===== src/rtl/decoder_scan.sv =====
// Registered IN_W-to-2^IN_W one-hot decoder with a direct-load mode and an
// automatic scan sequencer that dwells dwell+1 cycles on each index 0..last.
module decoder_scan #(
    parameter int unsigned IN_W       = 3,
    parameter int unsigned DWELL_W    = 16,
    parameter bit          ACTIVE_LOW = 1'b0,
    localparam int unsigned OUT_W     = 1 << IN_W
) (
    input  logic               clk,
    input  logic               rst,
    input  logic               en,
    input  logic               mode,
    input  logic [IN_W-1:0]    sel_in,
    input  logic               sel_valid,
    input  logic [IN_W-1:0]    last,
    input  logic [DWELL_W-1:0] dwell,
    output logic [OUT_W-1:0]   out,
    output logic [IN_W-1:0]    idx,
    output logic               wrap
);

    localparam logic [OUT_W-1:0] POL_MASK = {OUT_W{ACTIVE_LOW}};

    logic [IN_W-1:0]    idx_q, idx_d;
    logic [DWELL_W-1:0] cnt_q, cnt_d;
    logic [OUT_W-1:0]   out_q, out_d;
    logic               wrap_q, wrap_d;

    always_comb begin
        idx_d  = idx_q;
        cnt_d  = cnt_q;
        wrap_d = 1'b0;
        if (!mode) begin
            // Direct mode: loads are accepted regardless of en.
            cnt_d = '0;
            if (sel_valid) begin
                idx_d = sel_in;
            end
        end else if (en) begin
            // >= so that lowering dwell or last mid-dwell takes effect at once.
            if (cnt_q >= dwell) begin
                cnt_d = '0;
                if (idx_q >= last) begin
                    idx_d  = '0;
                    wrap_d = 1'b1;
                end else begin
                    idx_d = idx_q + IN_W'(1);
                end
            end else begin
                cnt_d = cnt_q + DWELL_W'(1);
            end
        end
    end

    // out tracks the index that idx will hold after this edge.
    always_comb begin
        out_d = '0;
        if (en) begin
            out_d = OUT_W'(1) << idx_d;
        end
        out_d = out_d ^ POL_MASK;
    end

    always_ff @(posedge clk) begin
        if (rst) begin
            idx_q  <= '0;
            cnt_q  <= '0;
            out_q  <= POL_MASK;
            wrap_q <= 1'b0;
        end else begin
            idx_q  <= idx_d;
            cnt_q  <= cnt_d;
            out_q  <= out_d;
            wrap_q <= wrap_d;
        end
    end

    assign out  = out_q;
    assign idx  = idx_q;
    assign wrap = wrap_q;

endmodule


===== config.mk =====
export PLATFORM = sky130hd
export DESIGN_NAME = decoder_scan
export DESIGN_NICKNAME = d
export VERILOG_FILES = /design/src/rtl/decoder_scan.sv
export SDC_FILE = /design/constraint.sdc
export NUM_CORES = 1
export LEC_CHECK = 0
export ABC_CLOCK_PERIOD_IN_PS = 7810
export CELL_PAD_IN_SITES_DETAIL_PLACEMENT = 0
export CELL_PAD_IN_SITES_GLOBAL_PLACEMENT = 1
export CORE_ASPECT_RATIO = 2
export CORE_MARGIN = 2
export CORE_UTILIZATION = 35
export CTS_CLUSTER_SIZE = 14
export DETAILED_ROUTE_END_ITERATION = 7
export HOLD_SLACK_MARGIN = 0.15
export PLACE_DENSITY = 0.87
export SYNTH_ARGS = -nofsm -noshare
export SYNTH_HDL_FRONTEND = slang
export SYNTH_SLANG_ARGS = --single-unit
export TNS_END_PERCENT = 10

===== constraint.sdc =====
create_clock -name clk -period 7.81 [get_ports clk]
set_clock_uncertainty 0.15 [all_clocks]
set_input_delay 0.781 -clock clk [delete_from_list [all_inputs] [get_ports clk]]
set_output_delay 0.781 -clock clk [all_outputs]
set_load 0.05 [all_outputs]

==> results.toml <==
[run_status]
run_status = "finished clean"

[floorplan]
ioPinCount = 39
core_area_um2 = 4600
start_util_pct = 36.2
die-area_um2 = 5360
rows = 35
fp.dieH_um = 102
die_x_um = 52.8

[power]
vdd_drop_max_mv = 0.0864
power.density_nw_per_um2 = 144
combPwrFrac_pct = 15.7
p_leak_nw = 0.919
intPower_w = 0.000238
p_switching_w = 0.0000730
power_frac_seq_pct = 47.3
swShare_pct = 23.5
power_frac_clock_pct = 37.1

[job]
maxCapViolCount = 0

[hold_path]
min_from = "cnt_q[14]$_SDFFE_PP0P_"
hold_path.class = "register to register"
hold_end = "cnt_q[14]$_SDFFE_PP0P_"
hold_depth = 2

[global_routing]
grt_start_max_net_pins = 17
met2_usage_pct = 26.9
track_usage_pct = 14.0
grt_use_met3_pct = 1.33
top_usage_layer = "met2"
antenna_found_initial = 0
grt_pass1_wl_mm = 5.67
grt-ovfl-total = 0
use_met1_pct = 14.4
grt_pass1_vias = 1376

[timing]
hold_ws_ns = 0.408
fmax_mhz = 290
post-route-min-period_ns = 3.45
finalCritPeriodShare_pct = 44.1
slew_headroom_pct = 58.1
rsz0062_at_grt = "no"
setup-tns-final_ns = 0
finalSetupViolCount = 0
slew_violations = 0
hold_viol_final = 0
tightest_slew_ns = 0.628

[clocking]
clock-sinks = 28
post_cts_resized = 0
postCtsHoldBufs = 0
clockBufferDepth = 2
cts_tree = "yes"
htreeDepth = 1
root_buffer = "clkbuf_8"
clk_pin_slew_ns = 0.10
insertion_delay_ns = 0.28
numCtsBuffers = 3
post_cts_buffers = 0

[synth]
ys_async_sr_fraction_pct = 0
synth.distinct_cells = 35
syn-num-nets = 239
avgSynthCellArea_um2 = 8.72
synth_area_leaders = "dfxtp_1 (34%), ha_1 (16%), xor2_1 (5.3%)"
synth_seq_cells = 28
synth_top_area_cell = "dfxtp_1"
yosysSeqAreaShare_pct = 33.7
ys_warn_count = 0
ys.flop_type = "dfxtp_1"
synth_cells = 191
synth_edf_count = 0
netlist.area_leader.share_pct = 33.7
synth_area_um2 = 1670

[cells_and_area]
layout-drive-gt1-share_pct = 3.95
n_fill_cell = 468
num-nets-final = 277
area_delta_synth_final_pct = 29.9
antenna_cells = 0

[critical_path]
rr_endpoint = "out[7]$_SDFF_PP0_"
ff2ff_path_depth = 9
cp-start-kind = "input port"
r2r-start = "cnt_q[0]$_SDFFE_PP0P_"
critical_path.startpoint = "dwell[11]"
worst_ep_arrival_time_ns = 3.44
crit_type = "input port to register"
path_max_fanout = 5
critical_path_required_ns = 7.81
end_kind = "register"
r2r_setup_slack_ns = 4.98

[detailed_routing]
drc = 0
antenna_left = 0
wl_per_cell_um = 11.9
wl_mm = 3.36
drt_iter0_markers = 15
via_per_inst = 4.99
dr.pass1.iters = 4
vias = 1411

[placed_design]
place_congestion = 0.795
portBuffers = 38
dpl.hpwl_mm = 2.77
==> stage by stage <==
stage                     power (W)  cells  util, %  area (µm²)  setup slack [ns]
after CTS                  0.000313    283     47.0        2160              4.34
after floorplan            0.000178    191        -        1670              4.79
after global routing       0.000324    283     47.0        2160              4.02
after detailed placement   0.000200    279     45.5        2090              4.05
after global placement     0.000199    279     45.5        2090              4.09
final                      0.000311    283     47.0        2160              4.36
==> area by class of cell <==
type                       count  area (µm²)  area share, %
multi-input combinational    137        1000           46.4
sequential                    28         561           25.9
timing repair buffer          38         380           17.6
inverter                      21        78.8           3.64
tap                           55        68.8           3.18
clock buffer                   3        41.3           1.91
clock inverter                 1        30.0           1.39
==> power groups by stage <==
stage	Clock (W)	Combinational, W	Sequential, W
3_5_place_dp	0	0.0000493	0.000151
3_3_place_gp	0	0.0000484	0.000150
2_1_floorplan	0	0.0000214	0.000157
6_report	0.000115	0.0000487	0.000147
5_1_grt	0.000123	0.0000542	0.000148
4_1_cts	0.000116	0.0000495	0.000147
==> critical path, cell delays in order <==
cell,delay [ns]
clkdlybuf4s50_1,0.45
inv_1,0.04
ha_1,0.30
a21oi_1,0.14
o21ai_0,0.11
a221o_1,0.40
nor3_1,0.38
nor2_1,0.12
a221oi_1,0.59
nor3_1,0.12
==> sequential cells by signal, summed over array words and instances, names as in the netlist <==
register / flops
cnt_q: 16
out: 8
idx: 3
wrap: 1
==> logic make-up (layout without fill, tap and decap cells) <==
family                     after synthesis  in the layout  share of synthesized area, %
adders and majority gates               21             21                          15.8
buffers and inverters                   26             63                          6.09
AOI/OAI and AO/OA                       24             24                          12.6
and+or+nand+nor                         76             76                          23.4
xor gates and xnor gates                15             15                          7.89
muxes                                    1              1                         0.601
DFF                                     28             28                          33.7
==> worst max path at each step <==
stage                             end
finish              out[7]$_SDFF_PP0_
global placement    out[7]$_SDFF_PP0_
detailed placement  out[3]$_SDFF_PP0_
CTS                 out[5]$_SDFF_PP0_
floorplan           out[5]$_SDFF_PP0_
global route        out[7]$_SDFF_PP0_
==> cells in the final DEF, fill, tap and decap left out, types with 3 or more instances in the layout <==
cell	instances
a211oi_1	3
a21o_1	3
a21oi_1	7
and3_1	5
clkbuf_8	3
clkdlybuf4s50_1	38
dfxtp_1	28
ha_1	21
inv_1	21
nand2_1	12
nand3_1	4
nand4_1	8
nor2_1	23
nor2b_1	5
nor3_1	9
xnor2_1	5
xor2_1	10
==> synthesized netlist by cell type, types with 2 or more instances <==
cell and n:
xor2_1 10, clkbuf_1 2, nand2_1 12, and2_1 2, nor4_1 2, inv_1 21, ha_1 21, a21o_1 3
a211oi_1 3, nor2b_1 5, nor2_1 23, a21oi_1 7, dfxtp_1 28, xnor2_1 5, nand3_1 4, a221o_1 2
nand4_1 8, o21ai_0 2, and3_1 5, a311oi_4 2, buf_2 2, nor3_1 9
==> per-layer routing <==
layer  part of all wire (%)  wire length (µm)  up-vias
li1                       -                 -      734
met1                     38              1270      647
met2                     57              1930       25
met3                    2.6                88        5
met4                    2.3                77        0
met5                      0                 0        -
(Power assumes the default switching activity.)
